### src/rtl/ram_if_pkg.sv
// ram_if_pkg: shared state type and default widths for the RAM burst master.
package ram_if_pkg;
  localparam int DEF_DATA_WIDTH = 32;
  localparam int DEF_ADDR_WIDTH = 10;
  typedef enum logic [1:0] {IDLE, WRITE, READ} ram_burst_state_t;
endpackage

### src/rtl/rd_skid_fifo.sv
// rd_skid_fifo: 2-entry {last, data} FIFO with occupancy count; push and pop may share a cycle.
module rd_skid_fifo #(
  parameter int DW = 32
) (
  input  logic        clk,
  input  logic        rstn,
  input  logic        push,
  input  logic [DW:0] din,
  input  logic        pop,
  output logic [DW:0] dout,
  output logic [1:0]  count
);
  logic [DW:0] mem [2];
  logic wp, rp;
  always_ff @(posedge clk or negedge rstn) begin
    if (!rstn) begin
      mem[0] <= '0;
      mem[1] <= '0;
      wp <= 1'b0;
      rp <= 1'b0;
      count <= '0;
    end else begin
      if (push) mem[wp] <= din;
      wp <= wp ^ push;
      rp <= rp ^ pop;
      count <= count + {1'b0, push} - {1'b0, pop};
    end
  end
  assign dout = mem[rp];
endmodule

### src/rtl/ram_burst_master.sv
// ram_burst_master: runs one wrapping-address burst at a time over a 1-cycle-latency single-port RAM.
module ram_burst_master
  import ram_if_pkg::*;
#(
  parameter int DATA_WIDTH = DEF_DATA_WIDTH,
  parameter int ADDR_WIDTH = DEF_ADDR_WIDTH
) (
  input  logic                  clk,
  input  logic                  rstn,
  input  logic                  cmd_valid,
  output logic                  cmd_ready,
  input  logic                  cmd_wr,
  input  logic [ADDR_WIDTH-1:0] cmd_addr,
  input  logic [ADDR_WIDTH-1:0] cmd_len,
  input  logic                  wdata_valid,
  output logic                  wdata_ready,
  input  logic [DATA_WIDTH-1:0] wdata,
  output logic                  rdata_valid,
  input  logic                  rdata_ready,
  output logic [DATA_WIDTH-1:0] rdata,
  output logic                  rdata_last,
  output logic                  busy,
  output logic                  done,
  output logic                  ram_en,
  output logic                  ram_wr_rdn,
  output logic [ADDR_WIDTH-1:0] ram_addr,
  output logic [DATA_WIDTH-1:0] ram_data_wr,
  input  logic [DATA_WIDTH-1:0] ram_data_rd
);
  ram_burst_state_t state, state_nx;
  logic [ADDR_WIDTH-1:0] cur_addr, cnt;
  logic remain, inflight, inflight_last;
  logic wr_hs, issue, pop;
  logic [1:0] fifo_count;
  logic [2:0] occ;
  logic [DATA_WIDTH:0] fifo_dout;
  assign wr_hs = state == WRITE && wdata_valid;
  assign pop = rdata_valid && rdata_ready;
  // Slots already claimed in the 2-deep FIFO, counting the read still in the RAM pipe.
  assign occ = {1'b0, fifo_count} + {2'b0, inflight} - {2'b0, pop};
  assign issue = state == READ && remain && occ <= 3'd1;
  always_ff @(posedge clk or negedge rstn) begin
    if (!rstn) state <= IDLE;
    else state <= state_nx;
  end
  always_comb begin
    state_nx = (state == IDLE && cmd_valid) ? (cmd_wr ? WRITE : READ) :
               ((wr_hs && cnt == '0) || (pop && rdata_last)) ? IDLE : state;
    cmd_ready = state == IDLE;
    busy = state != IDLE;
    wdata_ready = state == WRITE;
    ram_en = wr_hs || issue;
    ram_wr_rdn = wr_hs;
    ram_addr = ram_en ? cur_addr : '0;
    ram_data_wr = wr_hs ? wdata : '0;
  end
  always_ff @(posedge clk or negedge rstn) begin
    if (!rstn) begin
      cur_addr <= '0;
      cnt <= '0;
      remain <= 1'b0;
      inflight <= 1'b0;
      inflight_last <= 1'b0;
      done <= 1'b0;
    end else begin
      done <= state != IDLE && state_nx == IDLE;
      inflight <= issue;
      inflight_last <= issue && cnt == '0;
      if (cmd_valid && cmd_ready) begin
        cur_addr <= cmd_addr;
        cnt <= cmd_len;
        remain <= !cmd_wr;
      end else if (wr_hs || issue) begin
        cur_addr <= cur_addr + 1'b1;
        cnt <= cnt - 1'b1;
        if (issue && cnt == '0) remain <= 1'b0;
      end
    end
  end
  rd_skid_fifo #(.DW(DATA_WIDTH)) u_fifo (
    .clk(clk),
    .rstn(rstn),
    .push(inflight),
    .din({inflight_last, ram_data_rd}),
    .pop(pop),
    .dout(fifo_dout),
    .count(fifo_count)
  );
  assign rdata_valid = fifo_count != '0;
  assign rdata = fifo_dout[DATA_WIDTH-1:0];
  assign rdata_last = rdata_valid && fifo_dout[DATA_WIDTH];
endmodule

### config.mk
export PLATFORM = sky130hd
export DESIGN_NAME = ram_burst_master
export DESIGN_NICKNAME = d
export VERILOG_FILES = /design/src/rtl/ram_if_pkg.sv /design/src/rtl/rd_skid_fifo.sv /design/src/rtl/ram_burst_master.sv
export SDC_FILE = /design/constraint.sdc
export NUM_CORES = 1
export LEC_CHECK = 0
export CORE_ASPECT_RATIO = 0.9
export CORE_MARGIN = 8
export CORE_UTILIZATION = 45
export CTS_CLUSTER_SIZE = 14
export DETAILED_ROUTE_END_ITERATION = 10
export PLACE_DENSITY = 0.8
export SETUP_SLACK_MARGIN = 0.5
export SLEW_MARGIN = 20
export SYNTH_ARGS = -nofsm -noshare
export SYNTH_HDL_FRONTEND = slang
export SYNTH_SLANG_ARGS = --single-unit
### constraint.sdc
create_clock -name clk -period 6.05 [get_ports clk]
set_input_delay 1.21 -clock clk [delete_from_list [all_inputs] [get_ports clk]]
set_output_delay 1.21 -clock clk [all_outputs]
set_load 0.01 [all_outputs]
# After elaboration in Yosys (flattened, before gate mapping)
# Index checks and enable logic that the tools add are counted.
# W data, S select, Z words.
dict set report totals {
  reg_bits 96
  input_bits 90
  elab_cells 68
}
dict set report classes {
  addsub 6
  n_lt_le_gt_ge 4
  eq_ne 2
  n_mux 18
  n_bitwise 4
  n_reduce_logical 22
}
# operator n
set op_table {}
lappend op_table {{$mux W33} 4}
lappend op_table {{$bwmux W66} 1}
lappend op_table {{$mux W10} 5}
lappend op_table {{$demux W33 S1} 1}
lappend op_table {{$mux W32} 1}
lappend op_table {{$logic_and A1 B1 Y1} 11}
lappend op_table {{$add A10 B1 Y10 const B} 1}
lappend op_table {{$logic_not A10 Y1} 1}
lappend op_table {{$sub A10 B1 Y10 const B} 1}
lappend op_table {{$reduce_bool A2 Y1} 4}
lappend op_table {{$mux W2} 3}
lappend op_table {{$ge A2 B2 Y1 const B} 2}
lappend op_table {{$logic_not A2 Y1} 2}
lappend op_table {{$not A1 Y2} 2}
lappend op_table {{$add A2 B1 Y3} 1}
lappend op_table {{$le A3 B1 Y1 const B} 1}
lappend op_table {{$mux W1} 3}
lappend op_table {{$sub A3 B1 Y3} 1}
lappend op_table {{$add A2 B1 Y2} 1}
lappend op_table {{$eq A2 B1 Y1 const B} 1}
lappend op_table {{$eq A2 B2 Y1 const B} 1}
lappend op_table {{$logic_or A1 B1 Y1} 2}
lappend op_table {{$lt A2 B1 Y1 const B} 1}
lappend op_table {{$reduce_and A2 Y1} 1}
lappend op_table {{3 further kinds} 4}

# Longest topological paths before layout
# Gate-level depths: netlist of run 1.
dict set report logic_depth {
  ltp_word 11
  mapped_depth 13
  mapped_depth_nobuf 12
}

# Hierarchy
# Synthesis of run 1 repeated with hierarchy kept, for this count alone.
dict set report hier_totals {
  cells_unflattened 390
  hier_area_um2 5250.0
}
# module n_inst cells_per_inst area_per_inst_um2 seq_area_each_um2
set by_module_without_submodules {}
lappend by_module_without_submodules {rd_skid_fifo 1 191 3512.1 1751.7}
lappend by_module_without_submodules {ram_burst_master 1 199 1737.9 650.6}

# Least setup slack after synthesis of run 1
# OpenSTA, ideal clock, no wires.
dict set report synth_path {
  path_kind {input port to output port}
  start {input rdata_ready}
  end {output ram_addr[1]}
  t_arrival_ns 3.212
  path_slack_ns 1.628
  stages 10
  n_path_buf 1
  path_cell_list {and2_1 > ha_1 > inv_1 > ha_1 > fa_1 > nor2_1 > a41oi_2 > inv_2 > clkbuf_1 > and2_1}
}
dict set report synth_via {
  elab_chain_len 6
}
# item line
set synth_rtl {}
lappend synth_rtl {{start: declaration} ram_burst_master.sv:19} ;# input logic rdata_ready,
lappend synth_rtl {{$logic_and A1 B1 Y1} ram_burst_master.sv:38} ;# assign pop = rdata_valid && rdata_ready;
lappend synth_rtl {{$sub A3 B1 Y3} ram_burst_master.sv:40} ;# assign occ = {1'b0, fifo_count} + {2'b0, inflight} - {2'b0, pop};
lappend synth_rtl {{named net occ[1]} ram_burst_master.sv:35} ;# logic [2:0] occ;
lappend synth_rtl {{$le A3 B1 Y1} ram_burst_master.sv:41} ;# assign issue = state == READ && remain && occ <= 3'd1;
lappend synth_rtl {{$logic_and A1 B1 Y1} ram_burst_master.sv:41}
lappend synth_rtl {{$logic_or A1 B1 Y1} ram_burst_master.sv:52} ;# ram_en = wr_hs || issue;
lappend synth_rtl {{named net ram_en} ram_burst_master.sv:24} ;# output logic ram_en,
lappend synth_rtl {{$mux W10} ram_burst_master.sv:54} ;# ram_addr = ram_en ? cur_addr : '0;
lappend synth_rtl {{end: declaration} ram_burst_master.sv:26} ;# output logic [ADDR_WIDTH-1:0] ram_addr,
# The timed path passes the listed nets, and every way through them passes these cells.

# Final worst setup path of run 1
dict set report layout_path {
  start {input rdata_ready}
  end {output ram_addr[0]}
}
dict set report layout_via {
  elab_chain_len 6
}
# item line
set layout_rtl {}
lappend layout_rtl {{$logic_and A1 B1 Y1} ram_burst_master.sv:38}
lappend layout_rtl {{$sub A3 B1 Y3} ram_burst_master.sv:40}
lappend layout_rtl {{named net occ[1]} ram_burst_master.sv:35}
lappend layout_rtl {{$le A3 B1 Y1} ram_burst_master.sv:41}
lappend layout_rtl {{$logic_and A1 B1 Y1} ram_burst_master.sv:41}
lappend layout_rtl {{$logic_or A1 B1 Y1} ram_burst_master.sv:52}
lappend layout_rtl {{$mux W10} ram_burst_master.sv:54}
# The timed path passes the listed nets, and every way through them passes these cells.

==> results.txt, run 1 <==
Clock latency on the worst-skew pair, taken at its later pin, is 340 ps. The tree is rooted in a clkbuf_16. The die is 124 µm wide. The tools report the number of distinct library cells after synthesis as 48. The worst-case IR drop observed on VDD is 0.242 mV. The area of the die came out at 14100 µm².

The worst clock skew was 4.50 ps. The initial antenna violation count was 0; the cell area after placement was 6540 µm². For the final cell utilization of the core, the log shows 0.665. The slowest stage of the critical path belongs to the cell clkdlybuf4s50_1. The number of hold violations in the final report was 0. Once the clock tree was built, the resizer swapped 0 gates to a different size. After clock tree synthesis, the flow added hold-fix buffers numbering 0.

After synthesis the cells add up to 4760 µm². The sequential share of the synthesized area came out at 0.505. The worst hold path belongs to the class flip-flop to flip-flop. The tools report the final weighted congestion in routability-driven placement as 0.802. The leading register cell type out of synthesis is dfrtp_1. In this design, the stage delay of the slowest critical-path cell is 530 ps. The post-route fraction of the period consumed by the critical path works out to 0.877.

The run finished with clean final reports. Averaged over all synthesized cells, the footprint is 11.9 µm². Row generation in the floorplan step produced 35 rows. The logs give 3602 for the total via count in the routed design and 495 for the net count after synthesis. The global-route wire length before repair was 20100 µm; the count of maximum capacitance violations was 0. For the final setup violation count, the log shows 0. On the critical path the largest part of the delay comes from buffers and inverters. Yosys mapped a number of flops with a built-in enable equal to 0. OpenSTA, run right after detailed placement, puts the worst setup slack at 755 ps. STA puts the critical path data required time at 4840 ps.

In this run the post-CTS setup repair buffer count came out at 0. The number of nets in the final layout is 657, and the minimum clock period after layout is 5300 ps. The critical path launch point type is an input port. The share of flip-flops with an asynchronous set or reset after synthesis came out at 1.00. The largest net degree at the start of global routing came out at 62. The busiest metal layer after global routing is met2. The vertical die dimension is 114 µm. The timing startpoint of the critical path is rdata_ready. The final-layout fill cell count is 797. The start of the worst register-to-register path was u_fifo.count[1]$_DFF_PN0_. The tools report the sum of overflow across all layers after global routing as 0. Static timing analysis puts the maximum clock frequency at 0.189 GHz.

The number of standard cells in the layout, taps in and fillers out came out at 694. Together, buffers and inverters on the worst path number 4. For the final routed database, the setup TNS stands at 0 ps. The starting density of the core is 0.464, and the number of ports placed on the die boundary is 172.

The critical path goes through clkdlybuf4s50_1 > and2_1 > ha_1 > inv_1 > ha_1 > fa_1 > nor2_1 > a41oi_2 > inv_2 > and2_4 > clkdlybuf4s50_1. The final antenna diode count was 0. For the number of violations reported at the end of detailed-routing iteration 0, the log shows 236. The met2 track demand over resource in global routing was 0.293; the placeable core region was 10200 µm².

Number of synthesized register bits: 96. Hold slack: 505 ps. The run gives 0.0515 as the met3 routing resource usage after global routing. The worst hold path begins at inflight_last$_DFF_PN0_.

The max-slew violation count was 0. The final layout contains routed wiring with a total length of 12400 µm. For the cell total after placement, the log shows 678. The met1 track demand over resource was 0.211. For this design the static power due to leakage is 2.95 nW. Length of the first detailed-routing pass in iterations: 4.

During synthesis, Yosys emitted a total of 0 warnings. The final non-filler cell area is 6810 µm². TritonCTS built the clock tree. Input and output buffers added on the ports amount to 171.

The share of final-layout standard cells stronger than drive strength 1 is 0.219. The via count of the first global-routing pass is 3893. In the routed design, unresolved DRC markers number 0. Setup repair after global routing left no endpoint under its margin. The final HPWL from detailed placement came out at 9230 µm. The pin slew with the least headroom to its limit was 874 ps. The endpoint arrival time on the critical path came out at 4090 ps. Cell area power density: 409 nW/µm². Synthesis handed over a netlist of 398 instances. The aggregate global-route resource usage was 0.174.

The clock transition time at the flip-flop clock pins of the worst setup and hold paths is 70 ps. Endpoint kind of the worst setup timing path: an output port. Total power for the finished layout comes to 2.78 mW. Clock tree synthesis found a total of 96 sinks.

The H-tree was split into 3 levels. The number of clock buffers inserted by TritonCTS is 9. Number of vias per cell after detailed routing: 5.19. Compared with the post-synthesis result, the final layout area differs by 43.3%. The largest buffer count on any clock path was 2.

The final worst slack was 746 ps. Of all nets on the critical path, the largest fanout is 18. In this run the remaining antenna-violating nets after routing total 0. The class of the most critical setup path is input port to output port.

After detailed routing, the average wire length per cell comes to 17.9 µm. For the worst max-slew margin expressed relative to the limit, the log shows 0.418.
==> path summary, 6_finish.rpt <==
check,end,slack [ps],cells past startpoint
min,u_fifo.mem[32]$_DFFE_PN0P_,510,1
min reg2reg,u_fifo.mem[32]$_DFFE_PN0P_,510,1
max,ram_addr[0],750,11
min in group asynchronous,u_fifo.mem[10]$_DFFE_PN0P_,810,1
max in group asynchronous,state[0]$_DFF_PN0_,4100,2
max reg2reg,cnt[9]$_DFFE_PN0P_,3010,12
==> area by class of cell <==
type,count,area (µm²),area share
Multi-Input combinational cell,267,2190,0.322
Clock buffer,11,233,0.0342
Timing Repair Buffer,176,1750,0.256
Clock inverter,5,41.3,0.00606
Sequential cell,96,2400,0.353
Tap cell,129,161,0.0237
Inverter,10,37.5,0.00551
==> logic make-up after synthesis <==
| kind of cell | after synthesis | synth area share |
|---|---|---|
| AO/OA/AOI/OAI | 37 | 0.0542 |
| XOR/XNOR | 3 | 0.00553 |
| adder cells (fa/ha/maj) | 7 | 0.0200 |
| buffers and inverters | 35 | 0.0342 |
| flip-flops | 96 | 0.505 |
| multiplexers | 101 | 0.239 |
| AND/OR/NAND/NOR | 119 | 0.142 |
==> sequential cells by signal, summed over array words and instances, names as in the netlist, 2 cells and up <==
signal        count
cnt              10
u_fifo.count      2
cur_addr         10
state             2
u_fifo.mem       66
==> cells in the mapped netlist, drive strengths merged, types with 2 or more instances <==
cell type,instances,share of area
mux2,99,0.23
dfrtp,96,0.51
and2,45,0.060
clkbuf,19,0.015
nor2,18,0.014
nand2,16,0.013
a31oi,11,0.014
inv,10,0.0079
or3,10,0.013
o21ai,8,0.0084
nand3,7,0.0074
buf,6,0.011
ha,6,0.016
a21oi,4,0.0042
and4,4,0.0074
or4,4,0.0063
a211o,3,0.0055
nor3,3,0.0032
o311ai,3,0.0055
mux2i,2,0.0042
nand4,2,0.0026
nor3b,2,0.0032
o31ai,2,0.0042
xor2,2,0.0037
==> per-layer routing <==
metal  vias up  part of all wire
li1       1721                 -
met1      1774              0.44
met2        94              0.50
met3        13             0.049
met4         0             0.012
met5         -                 0
==> layout by cell type (no fill, tap or decap), types with 3 or more instances in the layout <==
cell type / netlist / layout
buf_4: 1 / 6
inv_1: 9 / 9
and4_1: 4 / 4
mux2_2: 99 / 99
or4_1: 4 / 4
a31oi_1: 11 / 11
nor3_1: 3 / 3
nor2_1: 18 / 18
o21ai_0: 7 / 7
a211o_1: 3 / 3
and2_1: 44 / 44
ha_1: 6 / 6
nand2_1: 16 / 16
dfrtp_1: 96 / 96
or3_1: 10 / 10
clkdlybuf4s50_1: 0 / 170
nand3_1: 7 / 7
o311ai_0: 3 / 3
clkbuf_16: 0 / 9
a21oi_1: 4 / 4
==> power breakdown <==
part | switching [mW] | leakage [nW] | internal [mW]
registers | 0.189 | 1.22 | 0.902
clock network | 0.244 | 0.126 | 0.282
logic | 0.464 | 1.60 | 0.703
total | 0.896 | 2.95 | 1.89
Power figures use the tool's default switching activity.
==> run 2: changes to the inputs <==
- CORE_ASPECT_RATIO: 0.9 -> default
==> run 2 against run 1 <==
Combinational power hardly changed. Via count about the same. Final area is 0.11% lower. Power fell by 0.40%. Utilization fell by 0.27 points.
==> results.txt, run 2 (synthesized netlist as in run 1, its figures left out) <==
The clock transition time at the flip-flop clock pins of the worst setup and hold paths came out at 90 ps (+20 ps). The run gives 20400 µm (+1.6%) as the global-route wire length before repair. For the number of clock sinks, the log shows 96 (unchanged).

The run gives 360 ps (+20 ps) as the clock latency on the worst-skew pair. Critical hold path startpoint: u_fifo.mem[40]$_DFFE_PN0P_. The run gives 12400 µm (+0.35%) as the routed wire length. The vertical die dimension was 119 µm (+4.7%); the cell area after placement was 6550 µm² (+0.13%). For the achievable frequency, the log shows 0.189 GHz (+0.19%). The top cell types in the final layout, fill and taps aside, are clkdlybuf4s50_1 (170), mux2_2 (99), dfrtp_1 (96), and2_1 (44), nor2_1 (18). The run finished with clean final reports. The setup slack at placement is 740 ps (-14.5 ps).

The number of flip-flops under the largest register name works out to 66 (unchanged). The post-route fraction of the period consumed by the critical path works out to 0.875 (-0.00164). The worst setup path is launched from an input port.

The library cell used most frequently in the layout, excluding fill and tap cells, is clkdlybuf4s50_1. The worst hold path terminates at u_fifo.mem[40]$_DFFE_PN0P_. The number of vias per cell after detailed routing was 5.14 (-1.0%).

Worst voltage drop across the vdd grid: 0.197 mV (-19%). The number of standard cells in the layout, taps in and fillers out came out at 701 (+1.0%). Number of ports placed on the die boundary: 172 (unchanged). The worst register-to-register path begins at u_fifo.count[1]$_DFF_PN0_.

The setup total negative slack came out at 0 ps (unchanged). The starting density of the core is 0.463 (-0.00136). The endpoint arrival time on the critical path was 4080 ps (about the same); the detailed-route wire length per cell was 17.7 µm (-0.66%). The tools report the largest buffer count on any clock path as 2 (unchanged). The length in cells of the worst reg-to-reg path works out to 12 (unchanged).

The tools report the number of hold buffers added after cts as 0 (unchanged). The via count of the first global-routing pass is 3915 (+0.57%), and the buffers plus inverters on the worst setup path is 4 (unchanged). The worst clock skew is 6.26 ps (+1.76 ps), and the number of buffers added for setup after CTS is 0 (unchanged). The final weighted congestion in routability-driven placement was 0.799 (-0.41%).

Power share of the combinational group: 0.425 (+0.006). Setup repair after global routing left no endpoint under its margin. The setup path with the least slack is of type input port to output port.

Ranked by flip-flop count, first place goes to u_fifo.mem. The horizontal die dimension was 119 µm (-4.5%); the layout overhead on the synthesized area was 43.1%. The logs give 3 (unchanged) for the number of H-tree levels and 0 (unchanged) for the initial antenna violation count. Final antenna diode count: 0 (unchanged). The tools report the final worst slack as 756 ps (+9.92 ps).

The post-cts resize count is 0 (unchanged). The endpoint identified for the worst register-to-register timing path is cnt[9]$_DFFE_PN0P_. Cell chosen for the clock root: clkbuf_8.

The largest net degree at the start of global routing came out at 83 (+34%). The number of clock buffers inserted by TritonCTS came out at 9 (unchanged). The logs give 0.186 (-0.003) for the clock network power share and 0 (unchanged) for the number of hold violations in the final report.

In this run the worst setup path begins at rdata_ready. Among cell families on the critical path, the largest total delay comes from buffers and inverters. The share of final-layout standard cells stronger than drive strength 1 is 0.223 (+0.00354).

The highest net fanout along the worst path is 18 (unchanged). The tools report the register-to-register setup slack as 2970 ps (-40 ps). The logs give 657 (unchanged) for the number of nets in the final layout and 0.880 mW (-1.8%) for the switching power. The sum of overflow across all layers after global routing is 0 (unchanged). The tools report the final HPWL from detailed placement as 9200 µm (-0.31%). For the required time at the worst-slack endpoint, the log shows 4840 ps (about the same).

Walking the worst path, the cells encountered are clkdlybuf4s50_1 > and2_1 > ha_1 > inv_1 > ha_1 > fa_1 > nor2_1 > a41oi_2 > inv_2 > and2_4 > clkdlybuf4s50_1. The placeable core region came out at 10300 µm² (+0.29%). The worst hold path belongs to the class flip-flop to flip-flop.

Final non-filler cell area: 6810 µm² (-0.11%). On the critical path, the stage with the largest delay is an instance of clkdlybuf4s50_1. The delay of the slowest cell on the worst path is 530 ps (about the same). DRC violation count after routing: 0 (unchanged). Static leakage: 2.96 nW (about the same).

For the hold slack, the log shows 510 ps (+5.09 ps). The final setup violation count was 0 (unchanged); the design internal power was 1.89 mW (+0.26%). The worst setup path is captured at an output port. The aggregate global-route resource usage came out at 0.177 (+0.00305). The cell depth of the worst hold path was 1 (unchanged). Number of I/O port buffers: 171 (unchanged). The number of rows in the core area was 37 (+5.7%). The switching power share of the total works out to 0.318 (-0.00446). The minimum clock period after layout works out to 5290 ps (-9.92 ps).

The largest registers in the layout are u_fifo.mem x66, cnt x10, cur_addr x10. The part of the power in registers is 0.389 (-0.003). Cell area power density: 407 nW/µm² (-0.29%). The number of violations reported at the end of detailed-routing iteration 0 was 87 (-63%). TritonCTS built the clock tree. The tools report the count of maximum capacitance violations as 0 (unchanged). Pin slew with the least headroom to its limit: 815 ps (-58.3 ps). The logs give 4 (unchanged) for the length of the first detailed-routing pass in iterations and 14100 µm² (about the same) for the area of the die. The run gives 0.456 (+0.0389) as the worst max-slew margin expressed relative to the limit. The number of nets with antenna violations after routing is 0 (unchanged), and the total via count in the routed design is 3601 (-0.028%).

For the max-slew violation count, the log shows 0 (unchanged). The tools report the cell total after placement as 685 (+1.0%).
run 2: changes by cell type in the layout (fill, tap and decap cells not counted), sizes merged:
cell and delta:
inv -1, clkinv +1, clkbuf -1, bufinv +3, clkinvlp -2
run 2: how the worst max path moves through the flow:
stage                  end  slack, ps  cells past startpoint
5_1_grt        ram_addr[8]        590                     11
4_1_cts        ram_addr[0]        730                     11
2_1_floorplan  ram_addr[1]       1630                     10
3_5_place_dp   ram_addr[0]        740                     11
3_3_place_gp   ram_addr[0]        810                     11
6_report       ram_addr[0]        760                     11
run 2: metal layers:
| metal | share of wire | global-route usage |
|---|---|---|
| met4 | 0.013 | 0.0561 |
| met5 | 0 | 0 |
| met2 | 0.50 | 0.296 |
| met1 | 0.44 | 0.221 |
| met3 | 0.049 | 0.0419 |
run 2: power by group through the flow:
stage | sequential (mW) | combinational, mW | clock (mW)
global placement | 1.07 | 1.16 | 0
finish | 1.08 | 1.18 | 0.514
global route | 1.12 | 1.28 | 0.551
detailed placement | 1.09 | 1.19 | 0
CTS | 1.08 | 1.20 | 0.528
floorplan | 1.03 | 0.709 | 0
run 2: final cells by class:
type | count | area (µm²)
flip-flops and latches | 96 | 2400
clock inverters | 6 | 116
repair buffers | 176 | 1750
inverters | 10 | 37.5
well taps | 136 | 170
clock buffers | 10 | 138
fillers | 826 | 3470
multi-input cells | 267 | 2190
run 2: worst register-to-register path, stage by stage (launching register included):
cell and delay [ps]:
dfrtp_1 410, inv_1 120, nand2_1 80, and2_1 180, ha_1 280, inv_1 40
ha_1 180, fa_1 460, nor2_1 160, a41oi_2 150, buf_4 270, or4_1 490
a31oi_1 180
run 2: metrics by stage:
stage / power (mW) / util
3_5_place_dp: 2.28 / 0.637
5_1_grt: 2.95 / 0.662
3_3_place_gp: 2.23 / 0.637
6_report: 2.77 / 0.662
2_1_floorplan: 1.73 / -
4_1_cts: 2.81 / 0.662
